[config.mk]
export PLATFORM = sky130hd
export DESIGN_NAME = alu_arbiter
export DESIGN_NICKNAME = d
export VERILOG_FILES = /design/src/rtl/alu_arbiter.sv
export SDC_FILE = /design/constraint.sdc
export NUM_CORES = 1
export LEC_CHECK = 0
export BUFFER_PORTS_ARGS = -buffer_cell sky130_fd_sc_hd__buf_2
export CAP_MARGIN = 0
export CELL_PAD_IN_SITES_DETAIL_PLACEMENT = 0
export CELL_PAD_IN_SITES_GLOBAL_PLACEMENT = 2
export CORE_MARGIN = 10
export CORE_UTILIZATION = 18
export CTS_BUF_LIST = sky130_fd_sc_hd__clkbuf_4
export DETAILED_ROUTE_END_ITERATION = 7
export GPL_ROUTABILITY_DRIVEN = 0
export PLACE_DENSITY = 0.9
export SETUP_SLACK_MARGIN = 0.1
export SYNTH_ARGS = -nofsm -noshare
export SYNTH_HDL_FRONTEND = slang
export SYNTH_SLANG_ARGS = --single-unit
[constraint.sdc]
create_clock -name i_CLK -period 3.3 [get_ports i_CLK]
set_clock_uncertainty 0.05 [all_clocks]
set_input_delay 0.495 -clock i_CLK [delete_from_list [all_inputs] [get_ports i_CLK]]
set_output_delay 0.495 -clock i_CLK [all_outputs]
set_load 0.03 [all_outputs]
[src/rtl/alu_arbiter.sv]
// Two-requester front end for one shared combinational ALU, with a single-entry response register.
// Latency: an op accepted in cycle N is presented on o_RSP_* in cycle N+1.
// Backpressure: readys drop while the response register is full and not being drained this cycle.
module alu_arbiter #(
  parameter bit RR_EN = 1'b1
) (
  input  logic        i_CLK,
  input  logic        i_RST_N,
  // requester 0
  input  logic        i_REQ0_VALID,
  output logic        o_REQ0_READY,
  input  logic [31:0] i_REQ0_OP1,
  input  logic [31:0] i_REQ0_OP2,
  input  logic [3:0]  i_REQ0_OPCODE,
  // requester 1
  input  logic        i_REQ1_VALID,
  output logic        o_REQ1_READY,
  input  logic [31:0] i_REQ1_OP1,
  input  logic [31:0] i_REQ1_OP2,
  input  logic [3:0]  i_REQ1_OPCODE,
  // shared ALU
  output logic [31:0] o_ALU_OP1,
  output logic [31:0] o_ALU_OP2,
  output logic [3:0]  o_ALU_OPCODE,
  input  logic [31:0] i_ALU_RES,
  // response
  output logic        o_RSP_VALID,
  input  logic        i_RSP_READY,
  output logic [31:0] o_RSP_RES,
  output logic        o_RSP_ID
);

  typedef enum logic {
    ST_EMPTY = 1'b0,
    ST_FULL  = 1'b1
  } state_t;

  state_t      r_state;
  logic [31:0] r_rsp_res;
  logic        r_rsp_id;
  logic        r_ptr;      // requester favoured when both are valid

  logic        w_gnt_vld;
  logic        w_gnt_id;
  logic        w_can_accept;
  logic        w_accept;

  // Grant depends only on the valids and the pointer; the response slot only gates the readys.
  always_comb begin
    w_gnt_vld = i_REQ0_VALID | i_REQ1_VALID;
    w_gnt_id  = 1'b0;
    if (i_REQ0_VALID && i_REQ1_VALID) begin
      w_gnt_id = r_ptr;
    end else if (i_REQ1_VALID) begin
      w_gnt_id = 1'b1;
    end
  end

  // A full slot can still take a new op if it is being drained in the same cycle.
  assign w_can_accept = (r_state == ST_EMPTY) | i_RSP_READY;
  assign w_accept     = w_can_accept & w_gnt_vld;

  assign o_REQ0_READY = w_accept & ~w_gnt_id;
  assign o_REQ1_READY = w_accept &  w_gnt_id;

  // w_gnt_id is 0 whenever nothing is granted, so the idle ALU sees requester 0's fields.
  always_comb begin
    o_ALU_OP1    = i_REQ0_OP1;
    o_ALU_OP2    = i_REQ0_OP2;
    o_ALU_OPCODE = i_REQ0_OPCODE;
    if (w_gnt_id) begin
      o_ALU_OP1    = i_REQ1_OP1;
      o_ALU_OP2    = i_REQ1_OP2;
      o_ALU_OPCODE = i_REQ1_OPCODE;
    end
  end

  // Response FSM: an accept always (re)loads the slot; a drain without accept empties it.
  always_ff @(posedge i_CLK or negedge i_RST_N) begin
    if (!i_RST_N) begin
      r_state   <= ST_EMPTY;
      r_rsp_res <= 32'h0;
      r_rsp_id  <= 1'b0;
    end else begin
      case (r_state)
        ST_EMPTY: begin
          if (w_accept) begin
            r_state   <= ST_FULL;
            r_rsp_res <= i_ALU_RES;
            r_rsp_id  <= w_gnt_id;
          end
        end
        ST_FULL: begin
          if (w_accept) begin
            r_state   <= ST_FULL;
            r_rsp_res <= i_ALU_RES;
            r_rsp_id  <= w_gnt_id;
          end else if (i_RSP_READY) begin
            r_state   <= ST_EMPTY;
          end
        end
        default: r_state <= ST_EMPTY;
      endcase
    end
  end

  // Round-robin pointer hands priority to the other requester after each accept; pinned to 0 otherwise.
  always_ff @(posedge i_CLK or negedge i_RST_N) begin
    if (!i_RST_N) begin
      r_ptr <= 1'b0;
    end else if (!RR_EN) begin
      r_ptr <= 1'b0;
    end else if (w_accept) begin
      r_ptr <= ~w_gnt_id;
    end
  end

  assign o_RSP_VALID = (r_state == ST_FULL);
  assign o_RSP_RES   = r_rsp_res;
  assign o_RSP_ID    = r_rsp_id;

  // At most one requester is ever told it was accepted.
  a_one_ready: assert property (@(posedge i_CLK) disable iff (!i_RST_N)
    !(o_REQ0_READY && o_REQ1_READY));

  // A stalled response must not change under the consumer.
  a_hold: assert property (@(posedge i_CLK) disable iff (!i_RST_N)
    (o_RSP_VALID && !i_RSP_READY) |=> ($stable(o_RSP_RES) && $stable(o_RSP_ID) && o_RSP_VALID));

endmodule
* Word level (Yosys, flattened, before mapping)
Index checks and enable logic that the tools add are counted.
Cells by class: $add $sub $neg 0, $mul 0, divide/modulo/power cells 0, magnitude comparators 0, equality and inequality tests 0, shift-type cells 0, multiplexer cells 11, bitwise operators 7, reductions and logical operators 1
Operator list (number):
- 2-to-1 mux 32 bit | 3
- 2-to-1 mux 1 bit | 6
- 2-to-1 mux 4 bit | 1
- bitwise AND 1 bit | 3
- inverter 1 bit | 2
- OR 1 bit | 2
- one-hot mux 1 bit (2 select lines) | 1
- logical AND 1 bit | 1
Storage, ports and cells: bits in registers 35, bits in latches 0, memory bits (writable) 0, ROM bits 0, input port bits 173, output and inout bits 104, word-level logic and storage cells 23, memories 0

* Logic depth before layout (Yosys ltp)
depth after elaboration 5, depth in mapped cells 5, gate-level depth less buffers 3

* Least setup slack after synthesis
No wires, ideal clock.
kind in2out, start input i_REQ0_VALID, end output o_ALU_OP2[25], arrival time 1.458 ns, slack 1.297 ns, stages 5, path buffers 2, cells stage by stage inv_2 > o21ai_4 > buf_6 > buf_6 > mux2_1
Between the ends: cells in the longest elaborated chain, start to end 3
Ends and longest elaborated chain:
- from (decl) | RTL line 10 | input logic i_REQ0_VALID,
- logical AND 1 bit | RTL line 52 | if (i_REQ0_VALID && i_REQ1_VALID) begin
- 2-to-1 mux 1 bit | RTL line 52
- 2-to-1 mux 32 bit | RTL line 71 | if (w_gnt_id) begin
- to (decl) | RTL line 23 | output logic [31:0] o_ALU_OP2,
Every way passes these cells.

* Worst setup path after layout
start register r_ptr, end output o_ALU_OP2[4]
Between the ends: cells in the longest elaborated chain, start to end 2
Ends and longest elaborated chain:
- from (decl) | RTL line 41 | logic r_ptr;
- from (signal assigned) | RTL line 114 | r_ptr <= ~w_gnt_id;
- 2-to-1 mux 1 bit | RTL line 52
- 2-to-1 mux 32 bit | RTL line 71
Every way passes these cells.

==> impl_summary.md <==
STA
Setup violations remaining at the end of the flow were counted as 0. At the pin with the least slew margin, the transition time is 0.918 ns. The final cycle utilization of the critical path is 0.777. Setup repair after global routing left no endpoint under its margin. The final number of hold-violating endpoints is 0. The post-route worst hold slack is 0.181 ns. Based on the critical path, the design can be clocked at up to around 0.39 GHz. For the final routed database, the setup TNS stands at 0 ns. The number of pins with negative max-slew slack in the final report is 0. The worst max-slew margin expressed relative to the limit is 0.386. The final setup slack of the worst path is 0.737 ns. The smallest clock period supported by the final layout is computed as 2.56 ns.

Floorplan
The area of the core region is approximately 12000 um2. In this run the core area contains 40 standard-cell rows. The full die area is 17000 um2. Measured along the y axis, the die boundary spans between 100 and 150 um.

The effective utilization at floorplan is 0.183. During I/O placement, the number of pins put on the boundary was around 280. From left edge to right edge, the die measures 130 um.

Setup path
Broken down by cell family, the worst path's largest delay share belongs to buffers and inverters. Counting cells, the worst reg-to-reg path comes to 3. The cell depth of the worst setup path is 4.

The worst setup path is launched from a flop. The number of buffer and inverter instances along the worst setup path is 2. The master of the slowest instance on the critical path is dfrtp_1. The class of the most critical setup path is flop to output pin. The endpoint arrival time on the critical path is 2.02 ns. Of all nets on the critical path, the largest fanout is 52. The worst setup path is captured at an output pin.

The longest individual stage delay on the worst path is 0.45 ns. The required time at the endpoint of the critical path is 2.75 ns. Traced cell by cell, the critical path runs through o21ai_4 -> buf_12 -> mux2_2 -> buf_2.

Placement
The pre-CTS setup slack is 0.863 ns. Buffers placed on the I/O ports in this run total 276. In this run, placement finished with an instance count of approximately 580. The HPWL after detailed placement is 9540 um.

Layout
Excluding fillers, the count of instances in the completed layout stands at ~590. After filler insertion, the fill cell instance count of the layout stands at 1237. The most common library cell in the layout ignoring fill and taps is buf_2. The net count reported at finish is just over 600. Leaving out fill and tap cells, the most frequent cells in the layout are buf_2, mux2_2, dfrtp_1. The share of layout cells above drive strength 1 is 0.872.

For this run, the share of the core covered by cells in the final layout is 0.314. From synthesis to final layout, the design area changed by 71.3%.

Routing
The number of nets with antenna violations after routing is 0. Using the TritonRoute via totals, the vias-per-cell ratio works out to 4.07. The iteration-0 DRC count of the detailed router is 47. The total number of vias is 2389. The length of the first detailed-routing pass in iterations is 4. After detailed routing, the number of remaining DRC violations is 0. The routed design has roughly 11000 um of wire.

The routed wirelength normalized by instance count is 18.6 um.

Synth
The mean area per synthesized cell is around 14 um2. The number of cells produced by synthesis is 161. The area of the mapped netlist is 2190 um2.

The share of the Yosys chip area taken by registers is 0.399. When the netlist entered floorplanning its net count stood at 334. The biggest area contributor in the post-synthesis netlist is mux2_2.

The Yosys step of the flow raised 0 warnings. The compound-cell area share of the yosys netlist is 0.0222. The area share of and/or/nand/nor cells after synthesis is 0.0194. Of the total synthesized cell area, the portion taken by XOR and XNOR cells is 0. The share of synthesized cell area in full adder, half adder and majority cells is 0. The synthesized netlist contains 17 unique library cells. Of the post-synthesis cell area, the dominant cell type holds 0.467. The share of cell area taken by muxes after synthesis is 0.513. The synthesized flop and latch total is 35. Yosys attributes the largest share of cell area to mux2_2, dfrtp_1, mux2_1. The dominant combinational cell family by area after synthesis is multiplexers.

Power and ir drop
The internal power is 0.904 mW. The analysis attributes to net switching a power of 0.674 mW. The share of total power dissipated in the clock network is 0.155.

The proportion of power drawn by flip-flops and latches is 0.330. Of the total power, the share spent switching nets is 0.427. The power per standard cell area is 420 nW/um2. The combinational power share is 0.515. The worst supply voltage drop on vdd is around 180 uV. The static leakage power is 1.98 nW.

Global routing
Across every metal layer, demand over resource in global routing totals 0.108. The first global-routing pass estimated 14500 um of wire. The number of antenna violations at the first check in global routing is 0. The via count of the first global-routing pass is around 2.6k.

Global routing finished with a remaining overflow of 0. The pin count of the biggest net entering global routing is 53.

CTS
The TritonCTS clock tree is done. The clock net in this run drives a total of 35 sinks. For this design, the CTS-stage hold fixing added 0 buffers. After clock tree synthesis, the clock-pin slew on the worst setup and hold paths is 0.11 ns. The clock reaches the later pin of the worst-skew pair after 0.32 ns.

The post-cts gate resize count is 0. No sink is reached through more buffers than the 2 on the longest clock path. The number of H-tree levels is 2. Clock tree synthesis inserted a total of 5 buffers. CTS placed an instance of clkbuf_4 at the clock tree root. Post-CTS timing repair inserted 0 buffers for setup.

Worst hold path
The min-delay analysis places its worst path in the category primary input to asynchronous set/reset pin.

Job
Max-cap violations in this run came to 0.

Run status
The flow ran to the end, and the final reports show no timing, DRC or antenna violations.
-- layout make-up --
cell class                 instances  area (um2)  area share
tap                              147         184      0.0489
clock inverter                     1        5.00     0.00133
multi-input combinational        114        1220       0.324
inverter                           2        7.51     0.00200
timing repair buffer             278        1410       0.375
sequential                        35         876       0.233
antenna                            3        7.51     0.00200
clock buffer                       7        52.6      0.0140
-- metrics by stage --
| stage | cell area [um2] | power (mW) |
|---|---|---|
| 4_1_cts | 3750 | 1.60 |
| 3_3_place_gp | 3690 | 1.34 |
| 2_1_floorplan | 2190 | 1.07 |
| 6_report | 3760 | 1.58 |
| 3_5_place_dp | 3690 | 1.35 |
| 5_1_grt | 3750 | 1.67 |
-- layer usage --
layer | track usage | wire length [um] | up-vias
met5 | 0 | 0 | -
met4 | 0.0281 | 60 | 0
met3 | 0.0355 | 1190 | 4
met2 | 0.204 | 5830 | 134
met1 | 0.113 | 3850 | 1107
li1 | - | - | 1144
-- cells in the mapped netlist --
cell	count
mux2_2	91
inv_1	1
mux2_1	9
nand2b_1	1
buf_4	5
buf_6	5
a21oi_1	1
o21ai_4	1
o21ai_0	2
nor2_1	3
nor2b_1	1
a31oi_1	1
inv_2	1
o221a_2	1
dfrtp_1	35
nor2_4	1
nand2_1	2
-- logic make-up (layout without fill, tap and decap cells) --
logic type / count (synthesis) / after routing
multiplexers: 100 / 100
buffers and inverters: 12 / 288
AND/OR/NAND/NOR: 8 / 8
other: 0 / 3
flip-flops: 35 / 35
AO/OA/AOI/OAI: 6 / 6
-- worst paths after layout --
kind | startpoint | end | slack (ns)
max | r_ptr$_DFFE_PN0P_ | o_ALU_OP2[4] | 0.74
min | i_RST_N | o_RSP_RES[5]$_DFFE_PN0P_ | 0.18
max reg2reg | o_RSP_VALID$_DFF_PN0_ | o_RSP_RES[6]$_DFFE_PN0P_ | 1.38
min reg2reg | o_RSP_RES[28]$_DFFE_PN0P_ | o_RSP_RES[28]$_DFFE_PN0P_ | 0.46
max in group asynchronous | i_RST_N | o_RSP_RES[13]$_DFFE_PN0P_ | 2.50
min in group i_CLK | i_ALU_RES[29] | o_RSP_RES[29]$_DFFE_PN0P_ | 0.33
-- registers in the layout, indices dropped and copies added, names as in the netlist --
| name | count |
|---|---|
| r_ptr | 1 |
| o_RSP_VALID | 1 |
| o_RSP_ID | 1 |
| o_RSP_RES | 32 |
-- power groups by stage --
stage	combinational (mW)	clock (mW)	sequential [mW]
finish	0.813	0.245	0.521
global route	0.861	0.279	0.532
CTS	0.823	0.257	0.522
detailed placement	0.820	0	0.530
global placement	0.814	0	0.526
floorplan	0.423	0	0.647
Note: power is estimated with default switching activity, not from simulation.
